$ cat src/rtl/mem_bus_pkg.sv
// Shared definitions for the L1-to-SDRAM arbitration path: state encoding, grant IDs and
// default bus widths.
package mem_bus_pkg;

  localparam int unsigned DefAddrWidth = 32;
  localparam int unsigned DefDataWidth = 32;

  localparam logic [2:0] IDLE      = 3'd0;
  localparam logic [2:0] BUSY_I    = 3'd1;
  localparam logic [2:0] BUSY_D    = 3'd2;
  localparam logic [2:0] RELEASE_I = 3'd3;
  localparam logic [2:0] RELEASE_D = 3'd4;

  typedef enum logic [2:0] {
    StIdle     = IDLE,
    StBusyI    = BUSY_I,
    StBusyD    = BUSY_D,
    StReleaseI = RELEASE_I,
    StReleaseD = RELEASE_D
  } state_e;

  localparam logic GrantI = 1'b0;
  localparam logic GrantD = 1'b1;

endpackage

$ cat src/rtl/l1_sdram_arbiter_if.sv
// Bundles both L1 client buses and the SDRAM controller bus seen by the arbiter.
interface l1_sdram_arbiter_if
  import mem_bus_pkg::*;
#(
  parameter int unsigned ADDR_WIDTH = DefAddrWidth,
  parameter int unsigned DATA_WIDTH = DefDataWidth
) ();

  logic [ADDR_WIDTH-1:0] i_addr;
  logic [DATA_WIDTH-1:0] i_data;
  logic                  i_we;
  logic                  i_start;
  logic [DATA_WIDTH-1:0] i_q;
  logic                  i_done;

  logic [ADDR_WIDTH-1:0] d_addr;
  logic [DATA_WIDTH-1:0] d_data;
  logic                  d_we;
  logic                  d_start;
  logic [DATA_WIDTH-1:0] d_q;
  logic                  d_done;

  logic [ADDR_WIDTH-1:0] sdc_addr;
  logic [DATA_WIDTH-1:0] sdc_data;
  logic                  sdc_we;
  logic                  sdc_start;
  logic [DATA_WIDTH-1:0] sdc_q;
  logic                  sdc_done;

  // Arbiter side
  modport slave (
    input  i_addr, i_data, i_we, i_start, d_addr, d_data, d_we, d_start, sdc_q, sdc_done,
    output i_q, i_done, d_q, d_done, sdc_addr, sdc_data, sdc_we, sdc_start
  );

  // Clients plus controller side
  modport master (
    output i_addr, i_data, i_we, i_start, d_addr, d_data, d_we, d_start, sdc_q, sdc_done,
    input  i_q, i_done, d_q, d_done, sdc_addr, sdc_data, sdc_we, sdc_start
  );

endinterface

$ cat src/rtl/l1_sdram_arbiter.sv
// Merges the L1 I-miss and D-miss buses onto one SDRAM controller bus, one whole
// transaction at a time, with round-robin or D-priority tie breaking.
module l1_sdram_arbiter
  import mem_bus_pkg::*;
#(
  parameter int unsigned ADDR_WIDTH = DefAddrWidth,
  parameter int unsigned DATA_WIDTH = DefDataWidth,
  parameter bit          RR_ENABLE  = 1'b1
) (
  input logic               clk,
  input logic               reset,
  l1_sdram_arbiter_if.slave bus
);

  state_e                state_q, state_d;
  logic                  last_grant_q, last_grant_d;
  logic [ADDR_WIDTH-1:0] sdc_addr_q, sdc_addr_d;
  logic [DATA_WIDTH-1:0] sdc_data_q, sdc_data_d;
  logic                  sdc_we_q, sdc_we_d;
  logic                  sdc_start_q, sdc_start_d;
  logic [DATA_WIDTH-1:0] i_q_q, i_q_d;
  logic                  i_done_q, i_done_d;
  logic [DATA_WIDTH-1:0] d_q_q, d_q_d;
  logic                  d_done_q, d_done_d;
  logic                  grant;

  function automatic logic pick_grant(logic i_req, logic d_req, logic last);
    if (i_req && d_req) begin
      return RR_ENABLE ? ~last : GrantD;
    end
    return d_req ? GrantD : GrantI;
  endfunction

  always_comb begin
    state_d      = state_q;
    last_grant_d = last_grant_q;
    sdc_addr_d   = sdc_addr_q;
    sdc_data_d   = sdc_data_q;
    sdc_we_d     = sdc_we_q;
    sdc_start_d  = sdc_start_q;
    i_q_d        = i_q_q;
    d_q_d        = d_q_q;
    i_done_d     = 1'b0;
    d_done_d     = 1'b0;
    grant        = GrantI;

    unique case (state_q)
      StIdle: begin
        if (bus.i_start || bus.d_start) begin
          grant        = pick_grant(bus.i_start, bus.d_start, last_grant_q);
          last_grant_d = grant;
          sdc_start_d  = 1'b1;
          if (grant == GrantD) begin
            sdc_addr_d = bus.d_addr;
            sdc_data_d = bus.d_data;
            sdc_we_d   = bus.d_we;
            state_d    = StBusyD;
          end else begin
            sdc_addr_d = bus.i_addr;
            sdc_data_d = bus.i_data;
            sdc_we_d   = bus.i_we;
            state_d    = StBusyI;
          end
        end
      end
      StBusyI: begin
        if (bus.sdc_done) begin
          sdc_start_d = 1'b0;
          i_q_d       = bus.sdc_q;
          i_done_d    = 1'b1;
          state_d     = StReleaseI;
        end
      end
      StBusyD: begin
        if (bus.sdc_done) begin
          sdc_start_d = 1'b0;
          d_q_d       = bus.sdc_q;
          d_done_d    = 1'b1;
          state_d     = StReleaseD;
        end
      end
      // Wait out the client's registered start deassert so it is not re-granted.
      StReleaseI: if (!bus.i_start) state_d = StIdle;
      StReleaseD: if (!bus.d_start) state_d = StIdle;
      default:    state_d = StIdle;
    endcase
  end

  always_ff @(posedge clk) begin
    if (!reset) begin
      state_q      <= StIdle;
      last_grant_q <= GrantD;
      sdc_addr_q   <= '0;
      sdc_data_q   <= '0;
      sdc_we_q     <= 1'b0;
      sdc_start_q  <= 1'b0;
      i_q_q        <= '0;
      i_done_q     <= 1'b0;
      d_q_q        <= '0;
      d_done_q     <= 1'b0;
    end else begin
      state_q      <= state_d;
      last_grant_q <= last_grant_d;
      sdc_addr_q   <= sdc_addr_d;
      sdc_data_q   <= sdc_data_d;
      sdc_we_q     <= sdc_we_d;
      sdc_start_q  <= sdc_start_d;
      i_q_q        <= i_q_d;
      i_done_q     <= i_done_d;
      d_q_q        <= d_q_d;
      d_done_q     <= d_done_d;
    end
  end

  assign bus.sdc_addr  = sdc_addr_q;
  assign bus.sdc_data  = sdc_data_q;
  assign bus.sdc_we    = sdc_we_q;
  assign bus.sdc_start = sdc_start_q;
  assign bus.i_q       = i_q_q;
  assign bus.i_done    = i_done_q;
  assign bus.d_q       = d_q_q;
  assign bus.d_done    = d_done_q;

endmodule

$ cat src/flat_wrapper.sv
// flat-port wrapper written by rule: the top's interface ports become plain ports
module l1_sdram_arbiter_flat import mem_bus_pkg::*;
#(
  parameter int unsigned ADDR_WIDTH = DefAddrWidth,
  parameter int unsigned DATA_WIDTH = DefDataWidth,
  parameter bit          RR_ENABLE  = 1'b1
)
  (clk, reset, bus_i_addr, bus_i_data, bus_i_we, bus_i_start, bus_d_addr, bus_d_data, bus_d_we, bus_d_start, bus_sdc_q, bus_sdc_done, bus_i_q, bus_i_done, bus_d_q, bus_d_done, bus_sdc_addr, bus_sdc_data, bus_sdc_we, bus_sdc_start);
  l1_sdram_arbiter_if #(.ADDR_WIDTH(ADDR_WIDTH), .DATA_WIDTH(DATA_WIDTH)) bus_i ();
  input logic clk;
  input logic reset;
  input wire logic [$bits(bus_i.i_addr)-1:0] bus_i_addr;
  input wire logic [$bits(bus_i.i_data)-1:0] bus_i_data;
  input wire logic [$bits(bus_i.i_we)-1:0] bus_i_we;
  input wire logic [$bits(bus_i.i_start)-1:0] bus_i_start;
  input wire logic [$bits(bus_i.d_addr)-1:0] bus_d_addr;
  input wire logic [$bits(bus_i.d_data)-1:0] bus_d_data;
  input wire logic [$bits(bus_i.d_we)-1:0] bus_d_we;
  input wire logic [$bits(bus_i.d_start)-1:0] bus_d_start;
  input wire logic [$bits(bus_i.sdc_q)-1:0] bus_sdc_q;
  input wire logic [$bits(bus_i.sdc_done)-1:0] bus_sdc_done;
  output wire logic [$bits(bus_i.i_q)-1:0] bus_i_q;
  output wire logic [$bits(bus_i.i_done)-1:0] bus_i_done;
  output wire logic [$bits(bus_i.d_q)-1:0] bus_d_q;
  output wire logic [$bits(bus_i.d_done)-1:0] bus_d_done;
  output wire logic [$bits(bus_i.sdc_addr)-1:0] bus_sdc_addr;
  output wire logic [$bits(bus_i.sdc_data)-1:0] bus_sdc_data;
  output wire logic [$bits(bus_i.sdc_we)-1:0] bus_sdc_we;
  output wire logic [$bits(bus_i.sdc_start)-1:0] bus_sdc_start;
  assign bus_i.i_addr = bus_i_addr;
  assign bus_i.i_data = bus_i_data;
  assign bus_i.i_we = bus_i_we;
  assign bus_i.i_start = bus_i_start;
  assign bus_i.d_addr = bus_d_addr;
  assign bus_i.d_data = bus_d_data;
  assign bus_i.d_we = bus_d_we;
  assign bus_i.d_start = bus_d_start;
  assign bus_i.sdc_q = bus_sdc_q;
  assign bus_i.sdc_done = bus_sdc_done;
  assign bus_i_q = bus_i.i_q;
  assign bus_i_done = bus_i.i_done;
  assign bus_d_q = bus_i.d_q;
  assign bus_d_done = bus_i.d_done;
  assign bus_sdc_addr = bus_i.sdc_addr;
  assign bus_sdc_data = bus_i.sdc_data;
  assign bus_sdc_we = bus_i.sdc_we;
  assign bus_sdc_start = bus_i.sdc_start;
  l1_sdram_arbiter #(.ADDR_WIDTH(ADDR_WIDTH), .DATA_WIDTH(DATA_WIDTH), .RR_ENABLE(RR_ENABLE)) u_core (.clk(clk), .reset(reset), .bus(bus_i));
endmodule
$ cat config.mk
export PLATFORM = sky130hd
export DESIGN_NAME = l1_sdram_arbiter_flat
export DESIGN_NICKNAME = d
export VERILOG_FILES = /design/src/rtl/mem_bus_pkg.sv /design/src/rtl/l1_sdram_arbiter_if.sv /design/src/rtl/l1_sdram_arbiter.sv /design/src/flat_wrapper.sv
export SDC_FILE = /design/constraint.sdc
export NUM_CORES = 1
export LEC_CHECK = 0
export BUFFER_PORTS_ARGS = -buffer_cell sky130_fd_sc_hd__buf_2
export CAP_MARGIN = 40
export CORE_MARGIN = 10
export CORE_UTILIZATION = 42
export CTS_BUF_LIST = sky130_fd_sc_hd__clkbuf_8
export CTS_CLUSTER_DIAMETER = 50
export DETAILED_ROUTE_END_ITERATION = 8
export GPL_ROUTABILITY_DRIVEN = 0
export GPL_TIMING_DRIVEN = 0
export PLACE_DENSITY = 0.75
export RECOVER_POWER = 50
export SLEW_MARGIN = 20
export SYNTH_ARGS = -nofsm -noshare
export SYNTH_HDL_FRONTEND = slang
export SYNTH_SLANG_ARGS = --single-unit
$ cat constraint.sdc
create_clock -name clk -period 3.2 [get_ports clk]
set_input_delay 0.48 -clock clk [delete_from_list [all_inputs] [get_ports clk]]
set_output_delay 0.48 -clock clk [all_outputs]
set_load 0.02 [all_outputs]
Word level (Yosys, flattened, before mapping):

Index checks and enable logic that the tools add are counted.

* input port bits: 167
* bits in registers: 136
* output and inout port bits: 132
* word-level logic and storage cells: 55

* reduce and logical (&&, ||, !) cells: 12
* equality and inequality tests: 10
* multiplexer cells: 22
* bitwise gates (word level): 1

Operator list (number)
* 32-bit two-way mux: 2
* 3-bit two-way mux: 5
* 3-bit case mux with 5 select lines: 1
* 1-bit two-way mux: 12
* 2-bit AND reduction: 5
* 2-bit inequality test, second input constant: 4
* 3-bit by 2-bit == test with 1-bit output, second input constant: 2
* 5-bit AND reduction: 1
* 2-bit by 1-bit inequality test with 1-bit output, second input constant: 2
* 3-bit by 1-bit == test with 1-bit output, second input constant: 1
* 3-bit == test, second input constant: 1
* 3-bit logical NOT: 1
* 3-bit AND reduction: 1
* 2-bit two-way mux: 1
* 1-bit case mux with 2 select lines: 1
* 2-bit nonzero test: 1
* 2-bit OR reduction: 1
* 1-bit logical AND: 1
* 1-bit logical OR: 1
* 1-bit NOT: 1

Longest topological paths before layout:

Gate-level depths: netlist of the first run.

* word-level depth: 10
* depth in mapped cells: 6
* mapped depth without buffers: 3

Worst setup path before layout of the first run:

No wires, ideal clock.

* path type: input to register
* from: in bus_d_start
* to: reg u_core.sdc_addr_q[22] (netlist: u_core.bus.sdc_addr[22])
* cell stages on the path: 5
* arrival time: 1.310 ns
* setup slack: 1.738 ns
* setup time: 0.152 ns
* cells stage by stage: and2b_1 -> buf_4 -> clkbuf_1 -> o32ai_1 -> a221oi_2

* cells in the longest elaborated chain, start to end: 8
* elaborated cells on any way between the ends: 11

RTL lines
* start: declaration: RTL line flat_wrapper.sv:19 `input wire logic [$bits(bus_i.d_start)-1:0] bus_d_start;`
* 1-bit logical AND: RTL line l1_sdram_arbiter.sv:28 `if (i_req && d_req) begin`
* 1-bit two-way mux: RTL line l1_sdram_arbiter.sv:28
* 1-bit two-way mux: RTL line l1_sdram_arbiter.sv:49 `if (bus.i_start || bus.d_start) begin`
* 1-bit two-way mux: RTL line l1_sdram_arbiter.sv:47 `unique case (state_q)`
* 1-bit two-way mux: RTL line l1_sdram_arbiter.sv:31 `return d_req ? GrantD : GrantI;`
* 1-bit two-way mux: RTL line l1_sdram_arbiter.sv:49
* 1-bit two-way mux: RTL line l1_sdram_arbiter.sv:47
* 32-bit two-way mux: RTL line l1_sdram_arbiter.sv:53 `if (grant == GrantD) begin`
* end signal: assignment: RTL line l1_sdram_arbiter.sv:104 `sdc_addr_q <= sdc_addr_d;`
* end: declaration: RTL line l1_sdram_arbiter.sv:17 `logic [ADDR_WIDTH-1:0] sdc_addr_q, sdc_addr_d;`

Several ways; a longest one is shown, not always the timed one. The select of a mux whose other input is x is not followed.
A chain may end at the register's enable or synchronous reset.

Final worst setup path of the first run:

* from: reg u_core.state_q[1]
* to: reg u_core.i_q_q[10] (netlist: u_core.bus.i_q[10])

* cells in the longest elaborated chain, start to end: 2

RTL lines
* start: declaration: RTL line l1_sdram_arbiter.sv:15 `state_e state_q, state_d;`
* start signal: assignment: RTL line l1_sdram_arbiter.sv:91 `state_q <= StIdle;`
* start signal: assignment: RTL line l1_sdram_arbiter.sv:102 `state_q <= state_d;`
* 3-bit by 1-bit == test with 1-bit output: RTL line l1_sdram_arbiter.sv:47
* 2-bit AND reduction (no line)
* end signal: assignment: RTL line l1_sdram_arbiter.sv:108 `i_q_q <= i_q_d;`
* end: declaration: RTL line l1_sdram_arbiter.sv:21 `logic [DATA_WIDTH-1:0] i_q_q, i_q_d;`

Every way passes these cells.

==> results of run 1 <==
area by class of cell:
type | count | share of cell area [%]
Antenna cell | 1 | 0.0328
Multi-Input combinational cell | 347 | 31.3
Clock inverter | 10 | 1.02
Buffer | 67 | 4.29
Clock buffer | 22 | 3.96
Timing Repair Buffer | 298 | 17.4
Inverter | 70 | 3.44
Sequential cell | 136 | 35.6
Tap cell | 176 | 2.88
worst min-delay path by stage:
stage / startpoint / to / slack, ns / cells after the start
global route: bus_sdc_q[5] / u_core.bus.d_q[5] / 0.26 / 3
CTS: bus_sdc_q[1] / u_core.bus.d_q[1] / 0.26 / 3
detailed placement: u_core.bus.d_q[19] / u_core.bus.d_q[19] / 0.44 / 2
finish: bus_sdc_q[30] / u_core.bus.d_q[30] / 0.27 / 3
floorplan: u_core.last_grant_q / u_core.last_grant_q / 0.47 / 1
global placement: u_core.bus.sdc_start / u_core.bus.sdc_start / 0.44 / 2
critical path, delay by kind of cell, from the launching register on:
family,cells,cell delay (ns)
buffers and inverters,3,1.03
flip-flops,1,0.31
AND/OR/NAND/NOR,2,0.31
AO/OA/AOI/OAI,1,0.15
cell usage after synthesis, types with 3 or more instances:
master	n	area share, %
dfxtp_1	136	48
nand2_1	130	8.5
inv_1	67	4.4
o32ai_1	65	10
a21oi_1	64	5.6
a221oi_2	40	11
buf_2	31	2.7
clkbuf_1	27	1.8
a221oi_1	25	3.8
buf_6	5	0.99
a211oi_1	3	0.39
inv_2	3	0.20
nand3_1	3	0.26
cell families (layout without fill, tap and decap cells):
kind of cell / Yosys count / count (layout) / synth area share (%)
and+or+nand+nor: 142 / 142 / 10.2
buffers and inverters: 137 / 467 / 10.5
AOI/OAI and AO/OA: 202 / 202 / 31.1
other: 0 / 1 / 0
xor gates and xnor gates: 1 / 1 / 0.153
muxes: 2 / 2 / 0.351
DFF: 136 / 136 / 47.7
per-stage QoR:
stage	hold WS (ns)	worst slack, ns	std cells
detailed placement	0.443	1.20	1094
global route	0.258	1.10	1127
floorplan	0.471	1.74	620
CTS	0.256	1.51	1126
global placement	0.436	1.23	1094
finish	0.268	1.33	1127
flip-flops by register name, indices dropped and copies added (netlist names):
signal / flops
u_core.state_q: 3
u_core.last_grant_q: 1
u_core.bus.sdc_we: 1
u_core.bus.sdc_addr: 32
u_core.bus.d_q: 32
u_core.bus.sdc_data: 32
u_core.bus.sdc_start: 1
u_core.bus.i_done: 1
u_core.bus.i_q: 32
u_core.bus.d_done: 1
metal layers:
metal	wire, um	vias to the layer above	GRT usage [%]
li1	-	2872	-
met1	7800	2665	22.2
met2	10200	240	35.2
met3	2560	26	10.1
met4	371	2	7.51
met5	13	-	0
where the power goes:
part           switching, uW  internal [uW]
logic                    774            408
registers               86.9           1870
clock network            646            705
total                   1510           2980
cells in the final DEF, fill, tap and decap left out, types with 2 or more instances in the layout:
| master | Yosys | layout |
|---|---|---|
| buf_2 | 31 | 199 |
| a221oi_2 | 40 | 40 |
| mux2i_1 | 2 | 2 |
| inv_2 | 3 | 2 |
| a21oi_1 | 64 | 64 |
| a221oi_1 | 25 | 25 |
| nand4bb_1 | 2 | 2 |
| inv_1 | 67 | 71 |
| clkbuf_1 | 27 | 158 |
| dfxtp_1 | 136 | 136 |
| clkinv_2 | 0 | 4 |
| nor2_1 | 2 | 2 |
| nor4bb_1 | 2 | 2 |
| buf_6 | 5 | 5 |
| buf_1 | 2 | 2 |
| a211oi_1 | 3 | 3 |
| nand2_1 | 130 | 130 |
| nand3_1 | 3 | 3 |
| o32ai_1 | 65 | 65 |
| clkbuf_8 | 0 | 22 |
==> out/metrics.yaml, run 1 <==
cts_buffer_depth: 2
numCtsBuffers: 17
register_area_um2: 2720
insertion_delay_ns: 0.45
viasPerCell: 5.15
fin_crit_sh_pct: 58.6
crit_slowest_cell: "clkbuf_1"
cp.required_ns: 3.58
crit_type: "reg -> reg"
drt_iter0_markers: 233
async_flop_share_pct: 0
avgSynthCellArea_um2: 9.21
grtUsageTotal_pct: 20.9
grt_pass1_wl_um: 30900
regToRegStartpoint: "u_core.state_q[1]"
end_kind: "register"
crit_top_cell: "clkbuf_1"
crit_path_max_fanout: 10
num-nets-final: 1104
fp.dieArea_um2: 18700
first_global_vias: 5754
hold_viol: 0
period_needed_ns: 1.87
r2r_cells: 6
multi_input_area_um2: 2390
synth-seq-area-share_pct: 47.7
cts_resized: 0
cts_tree: "yes"
hp-class: "in -> reg"
start_util_pct: 42.9
hpwl_um: 16300
vias: 5805
drive_above_1_share_pct: 29.4
cellLeakagePower_uw: 0.00300
fill_cells: 1305
peakVddDrop_uv: 293
ys_seq_elements: 136
netlist_instances: 620
htree_levels: 4
synth_area_um2: 5710
clock_sinks: 136
port_buffers: 298
fmax_ghz: 0.533
worst_pin_slew_ns: 0.741
synth_cell_types: 28
core-area_um2: 13300
cp-start-kind: "register"
slew_headroom_pct: 50.6
cts_root_buf: "clkbuf_8"
placed_cell_area_um2: 7420
critPathArrivalTime_ns: 2.26
routedWlPerCell_um: 18.6
cts_hold_buf: 0
io_pins: 299
drc: 0
synth_edf_count: 0
routed_wl_um: 20900
finalMaxSlewViolations: 0
power_density_nw_per_um2: 587
cp_cell_sequence: "clkbuf_1 > nand4bb_1 > clkbuf_1 > clkbuf_1 > nand2_1 > a21oi_1"
critical-path-max-stage-delay_ns: 0.40
reg2reg_slack_ns: 1.33
maxCapViolations: 0
antenna_found_initial: 2
ys.flop_type: "dfxtp_1"
drtPass1Iterations: 5
crit_end: "u_core.bus.i_q[10]"
crit_start: "u_core.state_q[1]"
ys_warn_count: 0
fp.dieH_um: 137
status: "finished, final reports clean"
r2r_end: "u_core.bus.i_q[10]"
grt_setup_unrepaired: "no"
finClkSkew_ns: 0.0145
core.rowCount: 42
final_util_pct: 57.4
setup_violations: 0
syn_to_final_growth_pct: 33.8
final.setup.tns_ns: 0
dieWidth_um: 137
grt_max_degree: 17
drt.antenna.violating_nets: 0
grt.overflow.total: 0
totalPowerFinal_uw: 4480
stdcell_area_um2: 7640
path_clk_slew_ns: 0.07
synth_nets: 787
post_cts_buffers: 0
No activity file was read; power rests on OpenSTA's default activity.
==> inputs of run 2 (changes only) <==
Clock period 3.2 ns to 1.85 ns, I/O delays scaled along.
==> run 2 against run 1 <==
  * Register-to-register slack worse by 1.2 ns
  * Flip-flop and latch count unchanged
  * First-iteration DRC count increased by 3.4%
  * Critical endpoint is now u_core.bus.sdc_data[6]
  * Setup slack worse by 1.2 ns
  * Global-route usage unchanged
  * Final cell count stayed put
==> out/metrics.yaml, run 2 (same netlist as run 1, synthesis figures left out) <==
status: "finished, final reports clean"
regToRegStartpoint: "u_core.last_grant_q"
layout_setup_ws_ns: 0.171
slew_headroom_pct: 50.6
power_frac_comb_pct: 26.4
htree_levels: 4
p_sw_uw: 2610
end_kind: "register"
grt_max_degree: 17
totalPowerFinal_uw: 7760
hp-class: "in -> reg"
netSwitchingFraction_pct: 33.6
critPathArrivalTime_ns: 1.98
layout_common_cells: "197 x buf_2, 159 x clkbuf_1, 136 x dfxtp_1"
antenna_found_initial: 2
start_util_pct: 42.9
fp.dieH_um: 137
grt_pass1_wl_um: 30900
port_buffers: 298
multi_input_area_um2: 2390
syn_to_final_growth_pct: 33.8
r2r_end: "u_core.bus.sdc_data[6]"
drc: 0
cts_root_buf: "clkbuf_8"
io_pins: 299
num-nets-final: 1104
pwr-share-seq_pct: 43.5
cts_tree: "yes"
crit_type: "reg -> reg"
clkPwrFrac_pct: 30.1
worst_pin_slew_ns: 0.741
cp_cell_sequence: "and2b_1 > buf_4 > clkbuf_1 > o32ai_1 > a221oi_2"
core-area_um2: 13300
r2r_cells: 5
grt_setup_unrepaired: "no"
path_clk_slew_ns: 0.08
drt_iter0_markers: 241
vias: 5831
hold_viol: 0
drive_above_1_share_pct: 29.4
finalMaxSlewViolations: 0
critical-path-max-stage-delay_ns: 0.42
setup_violations: 0
first_global_vias: 5754
cellLeakagePower_uw: 0.00299
hold_end: "u_core.bus.d_q[13]"
hpwl_um: 16300
grt.overflow.total: 0
p_int_uw: 5150
fin_crit_sh_pct: 90.8
cts_resized: 0
dp_slack_ns: 0.0553
core.rowCount: 42
final.setup.tns_ns: 0
maxCapViolations: 0
cp.required_ns: 2.15
whs_path_depth: 3
fp.dieArea_um2: 18700
peakVddDrop_uv: 507
power_density_nw_per_um2: 1020
reg2reg_slack_ns: 0.17
finClkSkew_ns: 0.0132
routed_wl_um: 20900
clock_sinks: 136
drtPass1Iterations: 5
post_cts_buffers: 0
fmax_ghz: 0.596
crit_path_max_fanout: 10
cts_hold_buf: 0
insertion_delay_ns: 0.45
drt.antenna.violating_nets: 0
fill_cells: 1304
numCtsBuffers: 17
crit_slowest_cell: "o32ai_1"
cts_buffer_depth: 2
hold_path_startpoint: "bus_sdc_q[13]"
cp-start-kind: "register"
grtUsageTotal_pct: 20.9
dieWidth_um: 137
final_common_cell: "buf_2"
register_area_um2: 2720
period_needed_ns: 1.68
routedWlPerCell_um: 18.6
viasPerCell: 5.17
run 2: cell count changes in the layout (fill, tap and decap cells not counted):
cell and delta:
buf_2 -2, buf_4 +1, clkbuf_1 +1, inv_1 -1, inv_2 +1
run 2: cell type report:
class,instances,share of cell area [%]
multi-input combinational,347,31.3
buffer,67,4.37
timing repair buffer,298,17.4
inverter,70,3.44
antenna,1,0.0328
clock inverter,10,1.02
sequential,136,35.6
tap,176,2.88
clock buffer,22,3.96
run 2: worst max path at each step:
| stage | startpoint | endpoint | slack (ns) | depth (start not counted) |
|---|---|---|---|---|
| finish | u_core.last_grant_q | u_core.bus.sdc_data[6] | 0.17 | 5 |
| detailed placement | bus_i_start | u_core.bus.sdc_data[25] | 0.06 | 6 |
| CTS | u_core.state_q[0] | u_core.bus.sdc_data[25] | 0.16 | 5 |
| floorplan | u_core.state_q[0] | u_core.bus.sdc_addr[21] | 0.45 | 4 |
| global placement | reset | u_core.bus.d_q[10] | 0.09 | 5 |
| global route | u_core.state_q[0] | u_core.bus.sdc_data[25] | 0.04 | 5 |
run 2: routing by layer:
| layer | vias to the layer above | wire, um | GRT usage [%] |
|---|---|---|---|
| met5 | - | 13 | 0 |
| li1 | 2872 | - | - |
| met2 | 245 | 10100 | 35.2 |
| met4 | 2 | 400 | 7.51 |
| met3 | 28 | 2510 | 10.1 |
| met1 | 2684 | 7880 | 22.2 |
run 2: metrics by stage:
| stage | util, % | instances | cell area, um^2 | hold slack (ns) |
|---|---|---|---|---|
| 6_report | 57.5 | 1127 | 7640 | 0.0648 |
| 5_1_grt | 57.5 | 1127 | 7640 | 0.0557 |
| 4_1_cts | 58.7 | 1126 | 7800 | 0.0532 |
| 3_5_place_dp | 55.8 | 1094 | 7420 | 0.443 |
| 3_3_place_gp | 55.8 | 1094 | 7420 | 0.436 |
| 2_1_floorplan | - | 620 | 5710 | 0.414 |
run 2: critical path, delay by kind of cell (launching register included):
kind	cells	cell delay, ns
AOI/OAI and AO/OA	2	0.51
buffers and inverters	2	0.42
DFF	1	0.36
and+or+nand+nor	1	0.23
run 2: power by group through the flow:
stage	combinational [uW]	clock, uW	sequential, uW
6_report	2050	2340	3380
5_1_grt	2220	2520	3410
4_1_cts	2150	2370	3370
3_5_place_dp	2140	0	3430
3_3_place_gp	2120	0	3410
2_1_floorplan	994	0	3790
